[src/rtl/calendar_counter_if.sv]
// Day/month/year calendar bus: load/tick requests in, binary date plus decoded
// month and length flags out.
interface calendar_counter_if #(
   parameter int YEAR_W = 12
);
   logic              tick;
   logic              load;
   logic [4:0]        load_day;
   logic [3:0]        load_month;
   logic [YEAR_W-1:0] load_year;
   logic [4:0]        day;
   logic [3:0]        month;
   logic [YEAR_W-1:0] year;
   logic [11:0]       month_oh;
   logic              len31;
   logic              len30;
   logic              len_feb;
   logic              leap;
   logic              month_end;
   logic              year_wrap;
   logic              load_err;

   modport master (
      output tick, load, load_day, load_month, load_year,
      input  day, month, year, month_oh, len31, len30, len_feb, leap,
             month_end, year_wrap, load_err
   );

   modport slave (
      input  tick, load, load_day, load_month, load_year,
      output day, month, year, month_oh, len31, len30, len_feb, leap,
             month_end, year_wrap, load_err
   );
endinterface

[src/rtl/calendar_counter.sv]
// Calendar counter advanced by a one-day tick; Gregorian leap handling,
// validated date load and month/year rollover with a year-wrap pulse.
module calendar_counter #(
   parameter int YEAR_W     = 12,
   parameter int RESET_YEAR = 2000,
   parameter bit LEAP_EN    = 1'b1
) (
   input  logic               clk,
   input  logic               rst_n,
   calendar_counter_if.slave  bus
);
   logic [4:0]        day_q, day_d;
   logic [3:0]        month_q, month_d;
   logic [YEAR_W-1:0] year_q, year_d;
   logic              year_wrap_q, year_wrap_d;
   logic              load_err_q, load_err_d;
   logic              cur_leap;
   logic [4:0]        cur_len;
   logic              load_ok;

   function automatic logic is_leap(input logic [YEAR_W-1:0] y);
      logic [31:0] yy;
      yy = 32'(y);
      if (!LEAP_EN) return 1'b0;
      return ((yy % 32'd4) == 32'd0) &&
             (((yy % 32'd100) != 32'd0) || ((yy % 32'd400) == 32'd0));
   endfunction

   function automatic logic [4:0] month_len(input logic [3:0] m, input logic lp);
      case (m)
         4'd2:                     return lp ? 5'd29 : 5'd28;
         4'd4, 4'd6, 4'd9, 4'd11:  return 5'd30;
         default:                  return 5'd31;
      endcase
   endfunction

   assign cur_leap = is_leap(year_q);
   assign cur_len  = month_len(month_q, cur_leap);

   assign load_ok = (bus.load_month >= 4'd1) && (bus.load_month <= 4'd12) &&
                    (bus.load_day != 5'd0) &&
                    (bus.load_day <= month_len(bus.load_month, is_leap(bus.load_year)));

   always_comb begin
      day_d       = day_q;
      month_d     = month_q;
      year_d      = year_q;
      year_wrap_d = 1'b0;
      load_err_d  = 1'b0;
      if (bus.load) begin
         // a tick arriving with any load is dropped, even a rejected one
         if (load_ok) begin
            day_d   = bus.load_day;
            month_d = bus.load_month;
            year_d  = bus.load_year;
         end else begin
            load_err_d = 1'b1;
         end
      end else if (bus.tick) begin
         if (day_q != cur_len) begin
            day_d = day_q + 5'd1;
         end else begin
            day_d = 5'd1;
            if (month_q != 4'd12) begin
               month_d = month_q + 4'd1;
            end else begin
               month_d     = 4'd1;
               year_d      = year_q + 1'b1;
               year_wrap_d = (year_q == '1);
            end
         end
      end
   end

   always_ff @(posedge clk or negedge rst_n) begin
      if (!rst_n) begin
         day_q       <= 5'd1;
         month_q     <= 4'd1;
         year_q      <= YEAR_W'(RESET_YEAR);
         year_wrap_q <= 1'b0;
         load_err_q  <= 1'b0;
      end else begin
         day_q       <= day_d;
         month_q     <= month_d;
         year_q      <= year_d;
         year_wrap_q <= year_wrap_d;
         load_err_q  <= load_err_d;
      end
   end

   always_comb begin
      bus.month_oh = '0;
      for (int k = 0; k < 12; k++) bus.month_oh[k] = (month_q == 4'(k + 1));
   end

   assign bus.day       = day_q;
   assign bus.month     = month_q;
   assign bus.year      = year_q;
   assign bus.len_feb   = (month_q == 4'd2);
   assign bus.len30     = (month_q == 4'd4) || (month_q == 4'd6) ||
                          (month_q == 4'd9) || (month_q == 4'd11);
   assign bus.len31     = !(bus.len_feb || bus.len30);
   assign bus.leap      = cur_leap;
   assign bus.month_end = (day_q == cur_len);
   assign bus.year_wrap = year_wrap_q;
   assign bus.load_err  = load_err_q;
endmodule

[src/flat_wrapper.sv]
// flat-port wrapper written by rule: the top's interface ports become plain ports
module calendar_counter_flat 
#(
   parameter int YEAR_W     = 12,
   parameter int RESET_YEAR = 2000,
   parameter bit LEAP_EN    = 1'b1
)
  (clk, rst_n, bus_tick, bus_load, bus_load_day, bus_load_month, bus_load_year, bus_day, bus_month, bus_year, bus_month_oh, bus_len31, bus_len30, bus_len_feb, bus_leap, bus_month_end, bus_year_wrap, bus_load_err);
  calendar_counter_if #(.YEAR_W(YEAR_W)) bus_i ();
  input  logic clk;
  input  logic rst_n;
  input wire logic [$bits(bus_i.tick)-1:0] bus_tick;
  input wire logic [$bits(bus_i.load)-1:0] bus_load;
  input wire logic [$bits(bus_i.load_day)-1:0] bus_load_day;
  input wire logic [$bits(bus_i.load_month)-1:0] bus_load_month;
  input wire logic [$bits(bus_i.load_year)-1:0] bus_load_year;
  output wire logic [$bits(bus_i.day)-1:0] bus_day;
  output wire logic [$bits(bus_i.month)-1:0] bus_month;
  output wire logic [$bits(bus_i.year)-1:0] bus_year;
  output wire logic [$bits(bus_i.month_oh)-1:0] bus_month_oh;
  output wire logic [$bits(bus_i.len31)-1:0] bus_len31;
  output wire logic [$bits(bus_i.len30)-1:0] bus_len30;
  output wire logic [$bits(bus_i.len_feb)-1:0] bus_len_feb;
  output wire logic [$bits(bus_i.leap)-1:0] bus_leap;
  output wire logic [$bits(bus_i.month_end)-1:0] bus_month_end;
  output wire logic [$bits(bus_i.year_wrap)-1:0] bus_year_wrap;
  output wire logic [$bits(bus_i.load_err)-1:0] bus_load_err;
  assign bus_i.tick = bus_tick;
  assign bus_i.load = bus_load;
  assign bus_i.load_day = bus_load_day;
  assign bus_i.load_month = bus_load_month;
  assign bus_i.load_year = bus_load_year;
  assign bus_day = bus_i.day;
  assign bus_month = bus_i.month;
  assign bus_year = bus_i.year;
  assign bus_month_oh = bus_i.month_oh;
  assign bus_len31 = bus_i.len31;
  assign bus_len30 = bus_i.len30;
  assign bus_len_feb = bus_i.len_feb;
  assign bus_leap = bus_i.leap;
  assign bus_month_end = bus_i.month_end;
  assign bus_year_wrap = bus_i.year_wrap;
  assign bus_load_err = bus_i.load_err;
  calendar_counter #(.YEAR_W(YEAR_W), .RESET_YEAR(RESET_YEAR), .LEAP_EN(LEAP_EN)) u_core (.clk(clk), .rst_n(rst_n), .bus(bus_i));
endmodule
[config.mk]
export PLATFORM = sky130hd
export DESIGN_NAME = calendar_counter_flat
export DESIGN_NICKNAME = d
export VERILOG_FILES = /design/src/rtl/calendar_counter_if.sv /design/src/rtl/calendar_counter.sv /design/src/flat_wrapper.sv
export SDC_FILE = /design/constraint.sdc
export NUM_CORES = 1
export LEC_CHECK = 0
export ABC_CLOCK_PERIOD_IN_PS = 7200
export BUFFER_PORTS_ARGS = -buffer_cell sky130_fd_sc_hd__buf_2
export CAP_MARGIN = 0
export CORE_ASPECT_RATIO = 0.75
export CORE_UTILIZATION = 59
export DETAILED_ROUTE_END_ITERATION = 10
export PLACE_DENSITY = 0.9
export SLEW_MARGIN = 20
export SYNTH_ARGS = -nofsm -noshare
export SYNTH_HDL_FRONTEND = slang
export SYNTH_SLANG_ARGS = --single-unit
[constraint.sdc]
create_clock -name clk -period 7.2 [get_ports clk]
set_clock_uncertainty 0.05 [all_clocks]
set_input_delay 0.72 -clock clk [delete_from_list [all_inputs] [get_ports clk]]
set_output_delay 0.72 -clock clk [all_outputs]
set_load 0.01 [all_outputs]
==> results.json <==
{
  "run_status": "finished clean",
  "synth.most_common_cell": "sky130_fd_sc_hd__nor2_1",
  "synthToLayoutAreaGrowth_pct": 9.17,
  "critPathArrivalTime_ns": 6.96,
  "preCtsSetupSlack_ns": -0.206,
  "power_density_mw_per_mm2": 308,
  "place.detailed.hpwl_mm": 9.41,
  "finalWorstSetupSlack_ns": 0.327,
  "netlist-cell-type-count": 97,
  "max_freq_ghz": 0.145,
  "wire_length_of_the_first_global_routing_pass_mm": 19.8,
  "grt_start_max_net_pins": 33,
  "place_congestion": 0.949,
  "crit_path_frequent_cell": "sky130_fd_sc_hd__buf_4",
  "period_share": 0.955,
  "regToRegStartpoint": "u_core.bus.year[7]",
  "worst_slew_pin_slew_ns": 0.784,
  "drv.max_cap_violation_count": 0,
  "drive_gt1_frac": 0.205,
  "drtAntennaViolNets": 0,
  "h-tree-depth": 1,
  "final_nets": 626,
  "critPathMaxFanout": 9,
  "cts_made_buffers": 3,
  "netlist_instances": 550,
  "design.die.area_sq_mm": 0.00738,
  "cts.clk_slew.worst_paths_ns": 0.10,
  "synth_edf_count": 0,
  "cts_root_buffer": "sky130_fd_sc_hd__clkbuf_8",
  "finalHoldWorstSlack_ns": 0.378,
  "die_h_um": 74.6,
  "clkLatencyLatePin_ns": 0.27,
  "initial_core_util": 0.610,
  "postSynthRegisterBits": 23,
  "worstSetupPathType": "in -> reg",
  "finalHoldViolCount": 0,
  "post-synth-top-area-fraction": 0.0904,
  "overflow": 0,
  "first_global_vias": 4095,
  "synth.net_count": 586,
  "worst_setup_path_start_kind": "input pin",
  "fin_area_sq_mm": 0.00453,
  "detail_route.vias_per_cell": 7.08,
  "num_antenna_cells": 0,
  "postSynth.asyncResetShare": 1.00,
  "drt_iter0_markers": 429,
  "synth_seq_area_share": 0.141,
  "critical-path-slowest-cell": "sky130_fd_sc_hd__o311a_1",
  "io-pin-count": 65,
  "tritoncts_num_sinks": 23,
  "ctsResizeCount": 0,
  "dieWidth_um": 98.8,
  "grt.total_usage": 0.332,
  "syn-cell-area_sq_mm": 0.00415,
  "drt-pass1-iter-count": 6,
  "grt_antenna_before_repair": 0,
  "cts-hold-fix-buffers": 0,
  "yosys_most_used_dff": "sky130_fd_sc_hd__dfrtp_1",
  "core-area_sq_mm": 0.00680,
  "buffer_ports.inserted": 64,
  "timing.critical_path.to_type": "flip-flop",
  "synth.yosys.warnings": 0,
  "finalWirelength_mm": 12.5,
  "clockBufferDepth": 2,
  "worstSetupStartpoint": "bus_load_year[8]",
  "setup_viol": 0,
  "remaining_drc_errors": 0,
  "finalMaxSlewViolations": 0,
  "syn-mean-instance-area_sq_um": 7.55,
  "routedWlPerCell_um": 18.6,
  "fillCellCount": 568,
  "relSlewSlack": 0.476,
  "tritoncts": "built",
  "max_stage_delay_ns": 0.44,
  "holdCritPathClass": "in -> async",
  "vdd.ir_drop.worst_mv": 0.163,
  "crit_required_ns": 7.29,
  "placement_rows": 26,
  "vias_after_detailed_routing": 4765,
  "netlist_top_cells_area": "sky130_fd_sc_hd__dfrtp_1 9.0%, sky130_fd_sc_hd__dfstp_2 5.1%, sky130_fd_sc_hd__nor2_1 4.2%",
  "postCtsSetupRepairBufs": 0,
  "post_synth_most_frequent_cells": "46 x sky130_fd_sc_hd__nor2_1, 40 x sky130_fd_sc_hd__nand2_1, 29 x sky130_fd_sc_hd__inv_1",
  "leakage_nw": 1.88,
  "leading_area_contributor_after_synthesis": "sky130_fd_sc_hd__dfrtp_1",
  "post-route-min-period_ns": 6.87,
  "placed_area_sq_mm": 0.00446
}
==> report_power, final <==
part / switching [mW] / total [mW] / internal, mW
Combinational: 0.650 / 1.08 / 0.429
Clock: 0.0462 / 0.0849 / 0.0387
Sequential: 0.0699 / 0.229 / 0.159
==> critical path: cells and delay by family <==
kind | cells | cell delay (ns)
AOI/OAI and AO/OA | 13 | 2.90
xor gates and xnor gates | 1 | 0.11
muxes | 1 | 0.13
and+or+nand+nor | 9 | 1.60
adders and majority gates | 2 | 0.50
buffers and inverters | 6 | 1.01
==> per-stage QoR <==
stage	setup TNS, ns	utilization	power [mW]	instances
3_5_place_dp	-0.941	0.655	1.27	669
3_3_place_gp	0	0.655	1.24	669
6_report	0	0.666	1.39	673
2_1_floorplan	0	-	1.07	550
5_1_grt	-0.0165	0.666	1.49	673
4_1_cts	0	0.662	1.36	673
==> routing by layer <==
layer	global-route usage	vias up	wire [um]
met5	0	-	0
met2	0.529	299	5580
met4	0.0813	0	100
li1	-	2216	-
met1	0.467	2234	5590
met3	0.0696	16	1240
==> registers in the layout, indices dropped and copies added, names as in the netlist <==
signal                cells
u_core.bus.load_err       1
u_core.bus.month          4
u_core.bus.year_wrap      1
u_core.bus.day            5
u_core.bus.year          12
==> logic make-up after synthesis <==
| kind of cell | synth area share |
|---|---|
| xor+xnor | 0.0564 |
| compound gates | 0.360 |
| buf+inv | 0.0687 |
| simple gates | 0.301 |
| flops | 0.141 |
| fa+ha+maj | 0.0380 |
| mux | 0.0350 |
==> area by class of cell <==
type | instances | area, sq um | share of cell area
Clock inverter | 1 | 5.00 | 0.00110
Timing Repair Buffer | 71 | 373 | 0.0823
Inverter | 30 | 113 | 0.0249
Sequential cell | 23 | 586 | 0.129
Clock buffer | 3 | 41.3 | 0.00911
Tap cell | 84 | 105 | 0.0232
Multi-Input combinational cell | 461 | 3310 | 0.730
==> placed cells by master, fill, tap and decap left out, drive strengths merged, types with 8 or more instances in the layout <==
cell / count
xor2: 8
and2: 19
nor2: 46
nor3: 25
mux2i: 12
a211oi: 13
nand4: 9
dfstp: 8
o211ai: 8
dfrtp: 15
inv: 29
buf: 71
o21a: 8
xnor2: 14
nand3: 20
a21oi: 28
nand2: 40
ha: 11
o21ai: 26
a31oi: 9
o22ai: 8
and3: 12
==> final timing paths <==
check,endpoint,slack (ns),cells past startpoint
worst max-delay path,u_core.bus.day[2],0.33,32
worst min-delay path,u_core.bus.day[4],0.38,1
worst max register to register,u_core.bus.year[10],1.05,19
worst min register to register,u_core.bus.month[2],0.58,1
max in group asynchronous,u_core.bus.year[10],6.33,1
min in group clk,u_core.bus.month[2],0.58,1
Power figures use the tool's default switching activity.
